`config.mk`:
```
export PLATFORM = sky130hd
export DESIGN_NAME = fetch_sequencer
export DESIGN_NICKNAME = d
export VERILOG_FILES = /design/src/rtl/fetch_sequencer.sv
export SDC_FILE = /design/constraint.sdc
export NUM_CORES = 1
export LEC_CHECK = 0
export ABC_CLOCK_PERIOD_IN_PS = 2600
export CORE_MARGIN = 3
export CORE_UTILIZATION = 40
export DETAILED_ROUTE_END_ITERATION = 16
export PLACE_DENSITY = 0.79
export SKIP_CTS_REPAIR_TIMING = 1
export SYNTH_ARGS = -nofsm -noshare
export SYNTH_HDL_FRONTEND = slang
export SYNTH_SLANG_ARGS = --single-unit
```
`constraint.sdc`:
```
create_clock -name clk -period 2.6 [get_ports clk]
set_input_delay 0.78 -clock clk [delete_from_list [all_inputs] [get_ports clk]]
set_output_delay 0.78 -clock clk [all_outputs]
set_load 0.1 [all_outputs]
```
`src/rtl/fetch_sequencer.sv`:
```
// Fetch/decode sequencer: fetches over a req/ack port, classifies the opcode and issues one
// PC control strobe per instruction. Define FETCH_TIMEOUT_EN to enable the fetch watchdog.
module fetch_sequencer #(
    parameter int unsigned ADDR_W      = 19,
    parameter int unsigned INSTR_W     = 19,
    parameter int unsigned STACK_DEPTH = 16
`ifdef FETCH_TIMEOUT_EN
    ,
    parameter int unsigned TIMEOUT_CYCLES = 64
`endif
) (
    input  logic               clk,
    input  logic               reset,
    input  logic               run,
    input  logic [ADDR_W-1:0]  pc_in,
    output logic               imem_req,
    output logic [ADDR_W-1:0]  imem_addr,
    input  logic               imem_ack,
    input  logic [INSTR_W-1:0] imem_data,
    input  logic               zero_flag,
    output logic [INSTR_W-1:0] instr_out,
    output logic               instr_valid,
    input  logic               exec_done,
    output logic               update,
    output logic               branch,
    output logic               call,
    output logic               ret,
    output logic               jump,
    output logic [ADDR_W-1:0]  jump_address,
    output logic [ADDR_W-1:0]  pc_next,
    output logic               halted,
    output logic               stack_fault,
    output logic               bus_fault
);

    localparam int unsigned DepthW = $clog2(STACK_DEPTH + 1);

    localparam logic [4:0] OpJmp  = 5'h10;
    localparam logic [4:0] OpBeq  = 5'h11;
    localparam logic [4:0] OpBne  = 5'h12;
    localparam logic [4:0] OpCall = 5'h13;
    localparam logic [4:0] OpRet  = 5'h14;
    localparam logic [4:0] OpHalt = 5'h1F;

    typedef enum logic [2:0] {
        StIdle, StFetch, StDecode, StExecWait, StCommit, StHalted, StFault
    } state_e;

    state_e              state_q;
    logic                imem_req_q;
    logic [INSTR_W-1:0]  instr_q;
    logic [ADDR_W-1:0]   pc_next_q;
    logic                instr_valid_q;
    logic                update_q, branch_q, call_q, ret_q, jump_q;
    logic                halted_q, stack_fault_q;
    logic [DepthW-1:0]   depth_q;
    logic [4:0]          opcode;
    logic                fetch_timeout;

    assign opcode = instr_q[INSTR_W-1 -: 5];

`ifdef FETCH_TIMEOUT_EN
    localparam int unsigned TmoW = $clog2(TIMEOUT_CYCLES + 1);

    logic [TmoW-1:0] tmo_q;
    logic            bus_fault_q;

    // Counter is held at zero outside FETCH, so it restarts on every FETCH entry.
    assign fetch_timeout = (state_q == StFetch) && !imem_ack &&
                           (tmo_q == TmoW'(TIMEOUT_CYCLES - 1));

    always_ff @(posedge clk or posedge reset) begin
        if (reset) begin
            tmo_q       <= '0;
            bus_fault_q <= 1'b0;
        end else begin
            tmo_q       <= (state_q == StFetch && !imem_ack) ? tmo_q + TmoW'(1) : '0;
            bus_fault_q <= bus_fault_q | fetch_timeout;
        end
    end

    assign bus_fault = bus_fault_q;
`else
    assign fetch_timeout = 1'b0;
    assign bus_fault     = 1'b0;
`endif

    always_ff @(posedge clk or posedge reset) begin
        if (reset) begin
            state_q       <= StIdle;
            imem_req_q    <= 1'b0;
            instr_q       <= '0;
            pc_next_q     <= '0;
            instr_valid_q <= 1'b0;
            update_q      <= 1'b0;
            branch_q      <= 1'b0;
            call_q        <= 1'b0;
            ret_q         <= 1'b0;
            jump_q        <= 1'b0;
            halted_q      <= 1'b0;
            stack_fault_q <= 1'b0;
            depth_q       <= '0;
        end else begin
            // Strobes are only ever set for the single COMMIT cycle.
            update_q <= 1'b0;
            branch_q <= 1'b0;
            call_q   <= 1'b0;
            ret_q    <= 1'b0;
            jump_q   <= 1'b0;
            unique case (state_q)
                StIdle: begin
                    if (run) begin
                        imem_req_q <= 1'b1;
                        state_q    <= StFetch;
                    end
                end
                StFetch: begin
                    if (imem_ack) begin
                        instr_q    <= imem_data;
                        pc_next_q  <= pc_in + ADDR_W'(1);
                        imem_req_q <= 1'b0;
                        state_q    <= StDecode;
                    end else if (fetch_timeout) begin
                        imem_req_q <= 1'b0;
                        state_q    <= StFault;
                    end
                end
                StDecode: begin
                    case (opcode)
                        OpJmp: begin
                            jump_q  <= 1'b1;
                            state_q <= StCommit;
                        end
                        OpBeq, OpBne: begin
                            if ((opcode == OpBeq) == zero_flag) begin
                                branch_q <= 1'b1;
                            end else begin
                                update_q <= 1'b1;
                            end
                            state_q <= StCommit;
                        end
                        OpCall: begin
                            if (depth_q == DepthW'(STACK_DEPTH)) begin
                                stack_fault_q <= 1'b1;
                                state_q       <= StFault;
                            end else begin
                                call_q  <= 1'b1;
                                state_q <= StCommit;
                            end
                        end
                        OpRet: begin
                            if (depth_q == '0) begin
                                stack_fault_q <= 1'b1;
                                state_q       <= StFault;
                            end else begin
                                ret_q   <= 1'b1;
                                state_q <= StCommit;
                            end
                        end
                        OpHalt: begin
                            halted_q <= 1'b1;
                            state_q  <= StHalted;
                        end
                        default: begin
                            instr_valid_q <= 1'b1;
                            state_q       <= StExecWait;
                        end
                    endcase
                end
                StExecWait: begin
                    if (exec_done) begin
                        instr_valid_q <= 1'b0;
                        update_q      <= 1'b1;
                        state_q       <= StCommit;
                    end
                end
                StCommit: begin
                    if (call_q) begin
                        depth_q <= depth_q + DepthW'(1);
                    end else if (ret_q) begin
                        depth_q <= depth_q - DepthW'(1);
                    end
                    if (run) begin
                        imem_req_q <= 1'b1;
                        state_q    <= StFetch;
                    end else begin
                        state_q <= StIdle;
                    end
                end
                StHalted, StFault: begin
                    state_q <= state_q;
                end
                default: begin
                    state_q <= StIdle;
                end
            endcase
        end
    end

    assign imem_req     = imem_req_q;
    // PC only moves at the end of COMMIT, so pc_in is stable for the whole fetch.
    assign imem_addr    = imem_req_q ? pc_in : '0;
    assign instr_out    = instr_q;
    assign instr_valid  = instr_valid_q;
    assign update       = update_q;
    assign branch       = branch_q;
    assign call         = call_q;
    assign ret          = ret_q;
    assign jump         = jump_q;
    assign jump_address = ADDR_W'(instr_q[13:0]);
    assign pc_next      = pc_next_q;
    assign halted       = halted_q;
    assign stack_fault  = stack_fault_q;

endmodule

```
* Word level (Yosys, flattened, before mapping)
Cells that the tools add are included.
Cells by class: add/sub/neg operators 3, $mul 0, div/mod/pow operators 0, order comparisons 0, equal/unequal tests 21, shift operators 0, muxes and demuxes 35, bitwise logic cells 1, reduce and logical (&&, ||, !) cells 18
Operator list (number):
- 5-bit == test, second input constant | 7
- 1-bit two-way mux | 21
- 19-bit by 1-bit adder with 19-bit output, second input constant | 1
- 19-bit two-way mux | 1
- 3-bit case mux with 6 select lines | 1
- 2-bit != test, second input constant | 6
- 3-bit case mux with 4 select lines | 1
- 5-bit two-way mux | 2
- 3-bit == test, second input constant | 3
- 3-bit two-way mux | 3
- 1-bit case mux with 2 select lines | 4
- 4-bit AND reduction | 2
- 2-bit nonzero test | 4
- 3-bit by 2-bit == test with 1-bit output, second input constant | 2
- 2-bit AND reduction | 3
- 3-bit AND reduction | 2
- 2-bit OR reduction | 3
- 6-bit OR reduction | 1
- 5-bit by 1-bit adder with 5-bit output, second input constant | 1
- 5-bit zero test | 1
- 5-bit by 1-bit subtractor with 5-bit output, second input constant | 1
- 2-bit two-way mux | 2
- 3-bit by 1-bit == test with 1-bit output, second input constant | 1
- 3-bit zero test | 1
- 4 further kinds | 4
Storage, ports and cells: register bits after elaboration 55, latch bits 0, RAM bits 0, bits in read-only memories 0, input port bits 44, memories 0

* Logic depth before layout (Yosys ltp)
depth in word-level cells 5, depth in mapped cells 6, gate-level depth less buffers 6

* Least setup slack after synthesis
OpenSTA, ideal clock, no wires.
kind register -> output, start reg imem_req_q (netlist: imem_req), end out imem_addr[10], arrival time 1.963 ns, data required time 1.820 ns, path slack -0.143 ns, cell stages (with the launch flop) 3, path buffers 1, cells stage by stage dfrtp_1 -> clkbuf_1 -> and2_1
On the way: word-level cells in the longest chain between the ends 1
Ends and longest elaborated chain:
- from (decl) | line 50 | logic imem_req_q;
- from (signal assigned) | line 91 | imem_req_q <= 1'b0;
- from (signal assigned) | line 113 | imem_req_q <= 1'b1;
- from (signal assigned) | line 121 | imem_req_q <= 1'b0;
- 19-bit two-way mux | line 202 | assign imem_addr = imem_req_q ? pc_in : '0;
- to (decl) | line 17 | output logic [ADDR_W-1:0] imem_addr,
Every way passes these cells.

* Worst setup path in the final report
start in pc_in[0], end out imem_addr[0]
On the way: word-level cells in the longest chain between the ends 1
Ends and longest elaborated chain:
- from (decl) | line 15 | input logic [ADDR_W-1:0] pc_in,
- 19-bit two-way mux | line 202
Every way passes these cells.

==> metrics.json <==
{
  "cts_made_buffers": {"value": 5},
  "grt_busiest_layer": {"value": "met2"},
  "fin_setup_tns": {"value": 0, "unit": "ns"},
  "critical_path.max_stage_delay": {"value": 0.49, "unit": "ns"},
  "timing.critical_path.cells": {"value": "clkdlybuf4s50_1, buf_4, and2_2, buf_12"},
  "finalWorstPathRequiredPeriod": {"value": 2.53, "unit": "ns"},
  "initial_core_util": {"value": 41.8, "unit": "%"},
  "tritoncts_clock_tree": {"value": "done"},
  "worstReg2RegEnd": {"value": "depth_q[4]"},
  "hold_ws": {"value": 0.496, "unit": "ns"},
  "met1_usage": {"value": 22.8, "unit": "%"},
  "worst_hold_path_type": {"value": "reg -> reg"},
  "critical_path.max_fanout": {"value": 4},
  "finalClockSkew": {"value": 0.0105, "unit": "ns"},
  "grt.total_usage": {"value": 17.9, "unit": "%"},
  "nature_of_the_critical_path_startpoint": {"value": "primary input"},
  "numClockSinks": {"value": 55},
  "worst_slew_pin_slew": {"value": 0.608, "unit": "ns"},
  "setup_violations": {"value": 0},
  "crit_path_end_kind": {"value": "output pin"},
  "drt-pass1-iter-count": {"value": 4},
  "worstSetupPathType": {"value": "in -> out"},
  "fmax": {"value": 395, "unit": "MHz"},
  "timing.reg2reg.worst_path_depth": {"value": 6},
  "worstPathBufferInverterCount": {"value": 3},
  "sequential_fraction_of_the_synthesis_area": {"value": 45.0, "unit": "%"},
  "syn_to_final_growth": {"value": 48.8, "unit": "%"},
  "gr-usage-met3": {"value": 4.18, "unit": "%"},
  "slew-limit-headroom": {"value": 59.4, "unit": "%"},
  "synth_seq_cells": {"value": 55},
  "worstReg2RegStart": {"value": "call"},
  "die_width": {"value": 93.5, "unit": "µm"},
  "detail_route.wl_per_cell": {"value": 13.8, "unit": "µm"},
  "routed_via_density": {"value": 4.82},
  "status": {"value": "complete, no violations"},
  "global_route.overflow_total": {"value": 0},
  "finalCritPeriodShare": {"value": 97.3, "unit": "%"},
  "antenna_found_initial": {"value": 0},
  "vias": {"value": 2723},
  "max-clock-path-buffers": {"value": 2},
  "placeableCoreArea": {"value": 7330, "unit": "µm²"},
  "reg2reg_slack": {"value": 0.75, "unit": "ns"},
  "core.rowCount": {"value": 31},
  "hold_path_cells": {"value": 2},
  "max_cap_violations": {"value": 0},
  "post_route_cells_drive_above_1_share": {"value": 29.6, "unit": "%"},
  "grtUsageMet2": {"value": 30.7, "unit": "%"},
  "grt_setup_unrepaired": {"value": "no"},
  "nNetsFinal": {"value": 514},
  "drt_wl_total": {"value": 7770, "unit": "µm"},
  "synth_enable_flop_cells": {"value": 0},
  "hold-path-endpoint": {"value": "pc_next[18]"},
  "htreeDepth": {"value": 2},
  "routabilityCongestion": {"value": 0.825},
  "fraction_of_synthesis_flops_using_an_asynchronous_set_or_reset_pin": {"value": 100, "unit": "%"},
  "syn_area_per_cell": {"value": 8.80, "unit": "µm²"},
  "clkTransAtPathRegs": {"value": 0.10, "unit": "ns"},
  "critical-path-slowest-cell": {"value": "sky130_fd_sc_hd__clkdlybuf4s50_1"},
  "arrival": {"value": 1.75, "unit": "ns"},
  "yosys_most_used_dff": {"value": "sky130_fd_sc_hd__dfrtp_1"},
  "critical_path.top_delay_family": {"value": "buffers and inverters"},
  "hpwlAfterDp": {"value": 6130, "unit": "µm"},
  "syn-instance-count": {"value": 348},
  "design.die.area": {"value": 8740, "unit": "µm²"},
  "cts-root-buf": {"value": "sky130_fd_sc_hd__clkbuf_8"},
  "grt_pass1_wl": {"value": 12600, "unit": "µm"},
  "yosys_warnings": {"value": 0},
  "ios": {"value": 130},
  "critical_path_required": {"value": 1.82, "unit": "ns"},
  "num_antenna_cells": {"value": 0},
  "drc_errors": {"value": 0},
  "post_synth_num_cell_types": {"value": 50},
  "synth_area": {"value": 3060, "unit": "µm²"},
  "drtIter0Drc": {"value": 79},
  "min_from": {"value": "pc_next[18]"},
  "clock_latency": {"value": 0.31, "unit": "ns"},
  "total_count_of_hold_check_failures_in_the_final_report": {"value": 0},
  "detail-route-antenna-nets": {"value": 0},
  "dieHeight": {"value": 93.5, "unit": "µm"},
  "maximum_number_of_pins_on_one_net_before_global_route_repair": {"value": 56},
  "buffer_ports.inserted": {"value": 123},
  "grt_pass1_vias": {"value": 2682},
  "drv_slew": {"value": 0}
}
## routing by layer
layer  vias up  wire [µm]
met5         -          0
met4         0        112
met3        11        469
met2        82       4000
met1      1269       3190
li1       1361          -
## state kept, by name (all words and copies together) (netlist names)
| name | flops |
|---|---|
| branch | 1 |
| call | 1 |
| depth_q | 5 |
| halted | 1 |
| imem_req | 1 |
| instr_out | 19 |
| instr_valid | 1 |
| jump | 1 |
| pc_next | 19 |
| ret | 1 |
| stack_fault | 1 |
| state_q | 3 |
| update | 1 |
## placed cells by master, fill, tap and decap left out, types with 6 or more instances in the layout
| cell | n |
|---|---|
| sky130_fd_sc_hd__clkdlybuf4s50_1 | 43 |
| sky130_fd_sc_hd__buf_4 | 78 |
| sky130_fd_sc_hd__conb_1 | 6 |
| sky130_fd_sc_hd__o21ai_1 | 14 |
| sky130_fd_sc_hd__nor3_1 | 9 |
| sky130_fd_sc_hd__and2_2 | 19 |
| sky130_fd_sc_hd__a21oi_1 | 9 |
| sky130_fd_sc_hd__nand2_1 | 88 |
| sky130_fd_sc_hd__xnor2_1 | 14 |
| sky130_fd_sc_hd__dfrtp_1 | 55 |
| sky130_fd_sc_hd__buf_12 | 21 |
| sky130_fd_sc_hd__inv_1 | 9 |
| sky130_fd_sc_hd__nand3_1 | 16 |
| sky130_fd_sc_hd__nor2_1 | 15 |
## worst register-to-register path: stages (launching register included)
cell and delay (ns):
sky130_fd_sc_hd__dfrtp_1 0.42, sky130_fd_sc_hd__inv_1 0.14, sky130_fd_sc_hd__fa_1 0.47, sky130_fd_sc_hd__a21o_1 0.19
sky130_fd_sc_hd__a21oi_1 0.17, sky130_fd_sc_hd__mux2i_1 0.25, sky130_fd_sc_hd__xnor2_1 0.14
## through the flow
stage               cell area, µm²  setup slack, ns  utilization (%)  std cells
floorplan                     3100            0.133                -        353
global route                  4550           0.0501             62.1        565
finish                        4550           0.0712             62.1        565
CTS                           4550           0.0711             62.1        565
detailed placement            4440           0.0384             60.6        557
global placement              4440           0.0952             60.6        557
## layout make-up
cell class	count	area (µm²)
flip-flops and latches	55	1380
multi-input cells	251	1470
repair buffers	142	1440
well taps	99	124
clock buffers	5	68.8
inverters	10	37.5
fillers	605	2780
clock inverters	3	43.8
## worst max path at each step
| stage | depth (start not counted) | start | slack (ns) | endpoint |
|---|---|---|---|---|
| global placement | 6 | pc_in[0] | 0.1 | pc_next[14] |
| floorplan | 6 | call | 0.13 | depth_q[4] |
| global route | 4 | pc_in[0] | 0.05 | imem_addr[0] |
| CTS | 4 | pc_in[0] | 0.07 | imem_addr[0] |
| finish | 4 | pc_in[0] | 0.07 | imem_addr[0] |
| detailed placement | 6 | pc_in[0] | 0.04 | pc_next[14] |
## logic make-up (layout without fill, tap and decap cells)
logic type | Yosys count | in the layout | share of synthesized area, %
AOI/OAI and AO/OA | 39 | 39 | 7.93
other | 1 | 6 | 0.122
muxes | 8 | 8 | 2.74
adders and majority gates | 5 | 5 | 2.29
DFF | 55 | 55 | 45.0
and+or+nand+nor | 176 | 176 | 28.4
xor gates and xnor gates | 17 | 17 | 4.86
buffers and inverters | 47 | 160 | 8.66
## synthesized netlist by cell type (2+ instances only)
| library cell | number | area, µm² |
|---|---|---|
| sky130_fd_sc_hd__dfrtp_1 | 55 | 1380 |
| sky130_fd_sc_hd__a21o_1 | 3 | 22.5 |
| sky130_fd_sc_hd__nor2b_1 | 2 | 12.5 |
| sky130_fd_sc_hd__nand3b_1 | 2 | 15.0 |
| sky130_fd_sc_hd__a21oi_1 | 9 | 45.0 |
| sky130_fd_sc_hd__nor4_4 | 2 | 42.5 |
| sky130_fd_sc_hd__inv_1 | 10 | 37.5 |
| sky130_fd_sc_hd__nor3_1 | 9 | 45.0 |
| sky130_fd_sc_hd__xor2_1 | 3 | 26.3 |
| sky130_fd_sc_hd__clkbuf_1 | 9 | 33.8 |
| sky130_fd_sc_hd__nand2_1 | 88 | 330 |
| sky130_fd_sc_hd__nor2_1 | 15 | 56.3 |
| sky130_fd_sc_hd__mux2i_1 | 5 | 50.1 |
| sky130_fd_sc_hd__nand4_1 | 4 | 25.0 |
| sky130_fd_sc_hd__buf_4 | 20 | 150 |
| sky130_fd_sc_hd__buf_2 | 5 | 25.0 |
| sky130_fd_sc_hd__o21ai_1 | 14 | 70.1 |
| sky130_fd_sc_hd__ha_1 | 4 | 50.1 |
| sky130_fd_sc_hd__nand2b_1 | 2 | 12.5 |
| sky130_fd_sc_hd__nor4_1 | 4 | 25.0 |
| sky130_fd_sc_hd__mux2_2 | 3 | 33.8 |
| sky130_fd_sc_hd__o21ai_0 | 2 | 10.0 |
| sky130_fd_sc_hd__and2_1 | 22 | 138 |
| sky130_fd_sc_hd__xnor2_1 | 14 | 123 |
| sky130_fd_sc_hd__nand3_1 | 16 | 80.1 |
| sky130_fd_sc_hd__buf_1 | 2 | 7.51 |
Power is not shown: default switching activity piles up to over one toggle a cycle in this logic, so the estimate is an artifact.
